==> src/rtl/reg_pipe_elastic.sv <==
// Elastic register pipeline: DEPTH stages of WIDTH bits with valid/ready on both ends and bubble collapsing.
// Optional occupancy counter port `count` is built only when REG_PIPE_COUNT_EN is defined.
module reg_pipe_elastic #(
  parameter int WIDTH = 4,
  parameter int DEPTH = 3,
  localparam int CW = $clog2(DEPTH + 1)
) (
  input  logic             clk,
  input  logic             rst,
  input  logic             clr,
  input  logic             in_valid,
  input  logic [WIDTH-1:0] in_data,
  output logic             in_ready,
  output logic             out_valid,
  output logic [WIDTH-1:0] out_data,
  input  logic             out_ready
`ifdef REG_PIPE_COUNT_EN
  ,
  output logic [CW-1:0]    count
`endif
);

  // Handshake: a transfer happens on a rising edge where valid && ready are both high;
  // valid never depends on ready, while in_ready depends combinationally on out_ready.
  logic [DEPTH-1:0] v;
  logic [WIDTH-1:0] d [DEPTH];
  logic [DEPTH-1:0] en;
  logic [DEPTH-1:0] up_v;
  logic [WIDTH-1:0] up_d [DEPTH];

  // A stage may advance if any stage at or downstream of it is empty, or the consumer takes the head.
  always_comb begin
    for (int i = 0; i < DEPTH; i++) begin
      en[i] = out_ready;
      for (int j = i; j < DEPTH; j++) begin
        en[i] = en[i] | ~v[j];
      end
    end
  end

  always_comb begin
    up_v[0] = in_valid;
    up_d[0] = in_data;
    for (int i = 1; i < DEPTH; i++) begin
      up_v[i] = v[i-1];
      up_d[i] = d[i-1];
    end
  end

  assign in_ready  = en[0] & ~clr;
  assign out_valid = v[DEPTH-1];
  assign out_data  = d[DEPTH-1];

  always_ff @(posedge clk or posedge rst) begin
    if (rst) begin
      v <= '0;
      for (int i = 0; i < DEPTH; i++) d[i] <= '0;
    end else if (clr) begin
      // Flush drops validity only; data registers keep their stale contents.
      v <= '0;
    end else begin
      for (int i = 0; i < DEPTH; i++) begin
        if (en[i]) begin
          v[i] <= up_v[i];
          if (up_v[i]) d[i] <= up_d[i];
        end
      end
    end
  end

`ifdef REG_PIPE_COUNT_EN
  logic in_xfer;
  logic out_xfer;

  assign in_xfer  = in_valid & in_ready;
  assign out_xfer = out_valid & out_ready;

  // Occupancy only changes through transfers, so track it incrementally alongside v.
  always_ff @(posedge clk or posedge rst) begin
    if (rst) begin
      count <= '0;
    end else if (clr) begin
      count <= '0;
    end else begin
      count <= count + CW'(in_xfer) - CW'(out_xfer);
    end
  end
`endif

endmodule

==> config.mk <==
export PLATFORM = sky130hd
export DESIGN_NAME = reg_pipe_elastic
export DESIGN_NICKNAME = d
export VERILOG_FILES = /design/src/rtl/reg_pipe_elastic.sv
export SDC_FILE = /design/constraint.sdc
export NUM_CORES = 1
export LEC_CHECK = 0
export CAP_MARGIN = 10
export CORE_AREA = 2 2 39 41
export DETAILED_ROUTE_END_ITERATION = 7
export DIE_AREA = 0 0 41 43
export DONT_BUFFER_PORTS = 1
export HOLD_SLACK_MARGIN = 0.1
export MAX_ROUTING_LAYER = met4
export PLACE_DENSITY_LB_ADDON = 0.2
export SYNTH_ARGS = -nofsm -noshare
export SYNTH_HDL_FRONTEND = slang
export SYNTH_SLANG_ARGS = --single-unit
export TNS_END_PERCENT = 30
==> constraint.sdc <==
create_clock -name clk -period 1.95 [get_ports clk]
set_input_delay 0.39 -clock clk [delete_from_list [all_inputs] [get_ports clk]]
set_output_delay 0.39 -clock clk [all_outputs]
set_load 0.05 [all_outputs]
==> metrics.cfg <==
[status]
outcome=complete, no violations

[placement]
hpwlAfterDp_um=871
gp_congestion=0.710
portBuffers=0
post-place-ws_ns=0.545

[finish]
num-nets-final=58
areaGrowthSynthToFinish_pct=5.45
drive_gt1_share_pct=43.8
final_common_cell=dfrtp_1
n_antenna_cell=0
final_cell_mix=dfrtp_1 (15), mux2_2 (8), mux2_4 (4), nor2_1 (4)

[global_routing]
first_global_vias=388
grt_pass1_wl_um=1700
grt_usage_pct=16.0
grt_max_degree=16
overflow=0
antenna_found_initial=0

[floorplanning]
dieArea_um2=1760
rows=14
fp.coreArea_um2=1380
die_w_um=41
die_h_um=43
start_util_pct=48.1
io_pins=15

[synthesis]
synth_cell_type_count=13
synth_fp_nets=55
ys_warn_count=0
ys_ff_latch=15
yosysSeqAreaShare_pct=56.4
syn_area_per_cell_um2=14.5
syn_inst=46
synthesis.area_um2=666

[critical_path]
cp_top_family=flip-flops
crit_slowest_cell=dfrtp_1
worstSetupEndpointType=output pin
path_buf_inv=1
start_kind=flop
worstPathRequired_ns=1.56
critical_path.cell_chain=nor2b_4, a31oi_2, buf_4
arrival_ns=1.20
rr_worst_depth=3
crit_type=flop to output pin
critical_path_peak_fanout=7
worst_path_largest_cell_delay_ns=0.38
path_depth=3

[detailed_routing]
drc=0
first_iter_violations=1
via_per_inst=5.45
firstDrtPassIters=2
routedWlPerCell_um=16.1
wl_met2_um=571
vias=349
ant_nets=0
wl_met1_um=387
wl_um=1030
wl_met3_um=72
routed.top_layer=met3

[clock_network]
clkSinkCount=15
clk_latency_ns=0.28
postCtsHoldBufs=1
clk_pin_slew_ns=0.08
cts_made_buffers=3
cts_buffer_depth=2
cts_max_level=1
cts-resized-gates=0
cts_root_buffer=clkbuf_4
post_cts_buffers=0
cts_tree=done

[sta]
clock_skew_ns=0.00151
rsz0062_at_grt=false
slew_violations=0
setup_slack_ns=0.364
max_slew_margin_pct=62.8
hold_violations=0
min_period_over_period_pct=81.3
fmax_mhz=631
fin_setup_tns_ns=0
period_needed_ns=1.59
worst_slew_pin_slew_ns=0.557
finalSetupViolCount=0

[worst_hold_path]
hold_depth=1
min_path_type=input port to flop

[power]
ir_drop_mv=0.503
power_density_nw_per_um2=1190
leakagePower_nw=0.330

[job]
max_cap_violations=0

## layout make-up
cell class	instances	area, µm²
tap	16	20.0
inverter	3	11.3
fill	119	682
clock buffer	4	26.3
sequential	15	375
timing repair buffer	3	25.0
multi-input combinational	23	244
## cell usage after synthesis
library cell	instances	area, µm²
a21oi_1	1	5.00
buf_4	4	30.0
nor2_1	4	15.0
inv_1	3	11.3
a211o_1	1	8.76
mux2_2	8	90.1
nor2b_4	1	13.8
mux2_4	4	60.1
a311o_4	1	20.0
nor3b_2	1	12.5
dfrtp_1	15	375
buf_6	1	11.3
a31oi_1	2	12.5
## report_power, final
part	switching [mW]	internal, mW
logic	0.0377	0.0707
clock network	0.0907	0.0793
registers	0.176	0.382
total	0.304	0.532
## cells by family after synthesis
group           Yosys count  synth area share [%]
flops                    15                  56.4
buf+inv                   8                  7.89
compound gates            5                  6.95
simple gates              6                  6.20
mux                      12                  22.6
## layer usage
metal | vias to the layer above | track usage [%]
met2 | 12 | 26.3
li1 | 156 | -
met5 | - | -
met1 | 181 | 15.9
met4 | 0 | 8.00
met3 | 0 | 5.24
## sequential cells by signal, indices dropped and copies added (netlist names)
register	flops
d	8
out_data	4
v	3
## worst register-to-register path, cell delays in order (launching register included)
cell     delay [ns]
dfrtp_1        0.38
nor2b_4        0.16
a311o_4        0.45
mux2_4         0.31
## final timing paths
path                            endpoint  slack [ns]  startpoint
worst max-delay path            in_ready        0.36        v[2]
worst min-delay path                v[1]        0.17         clr
worst max register to register     d[10]        0.55        v[2]
worst min register to register      d[9]        0.52        d[9]
max in group asynchronous           d[4]        0.99         rst
min in group asynchronous           d[9]        0.60         rst
## through the flow
step                util (%)  total power [mW]  hold WS (ns)  std cells  instance area [µm²]
floorplan                  -             0.696         0.291         46                  672
global placement        48.1             0.663         0.333         59                  666
detailed placement      48.1             0.676         0.356         59                  666
CTS                     50.7             0.847         0.159         64                  702
global route            50.7             0.885         0.141         64                  702
finish                  50.7             0.836         0.167         64                  702
Power figures use the tool's default switching activity.
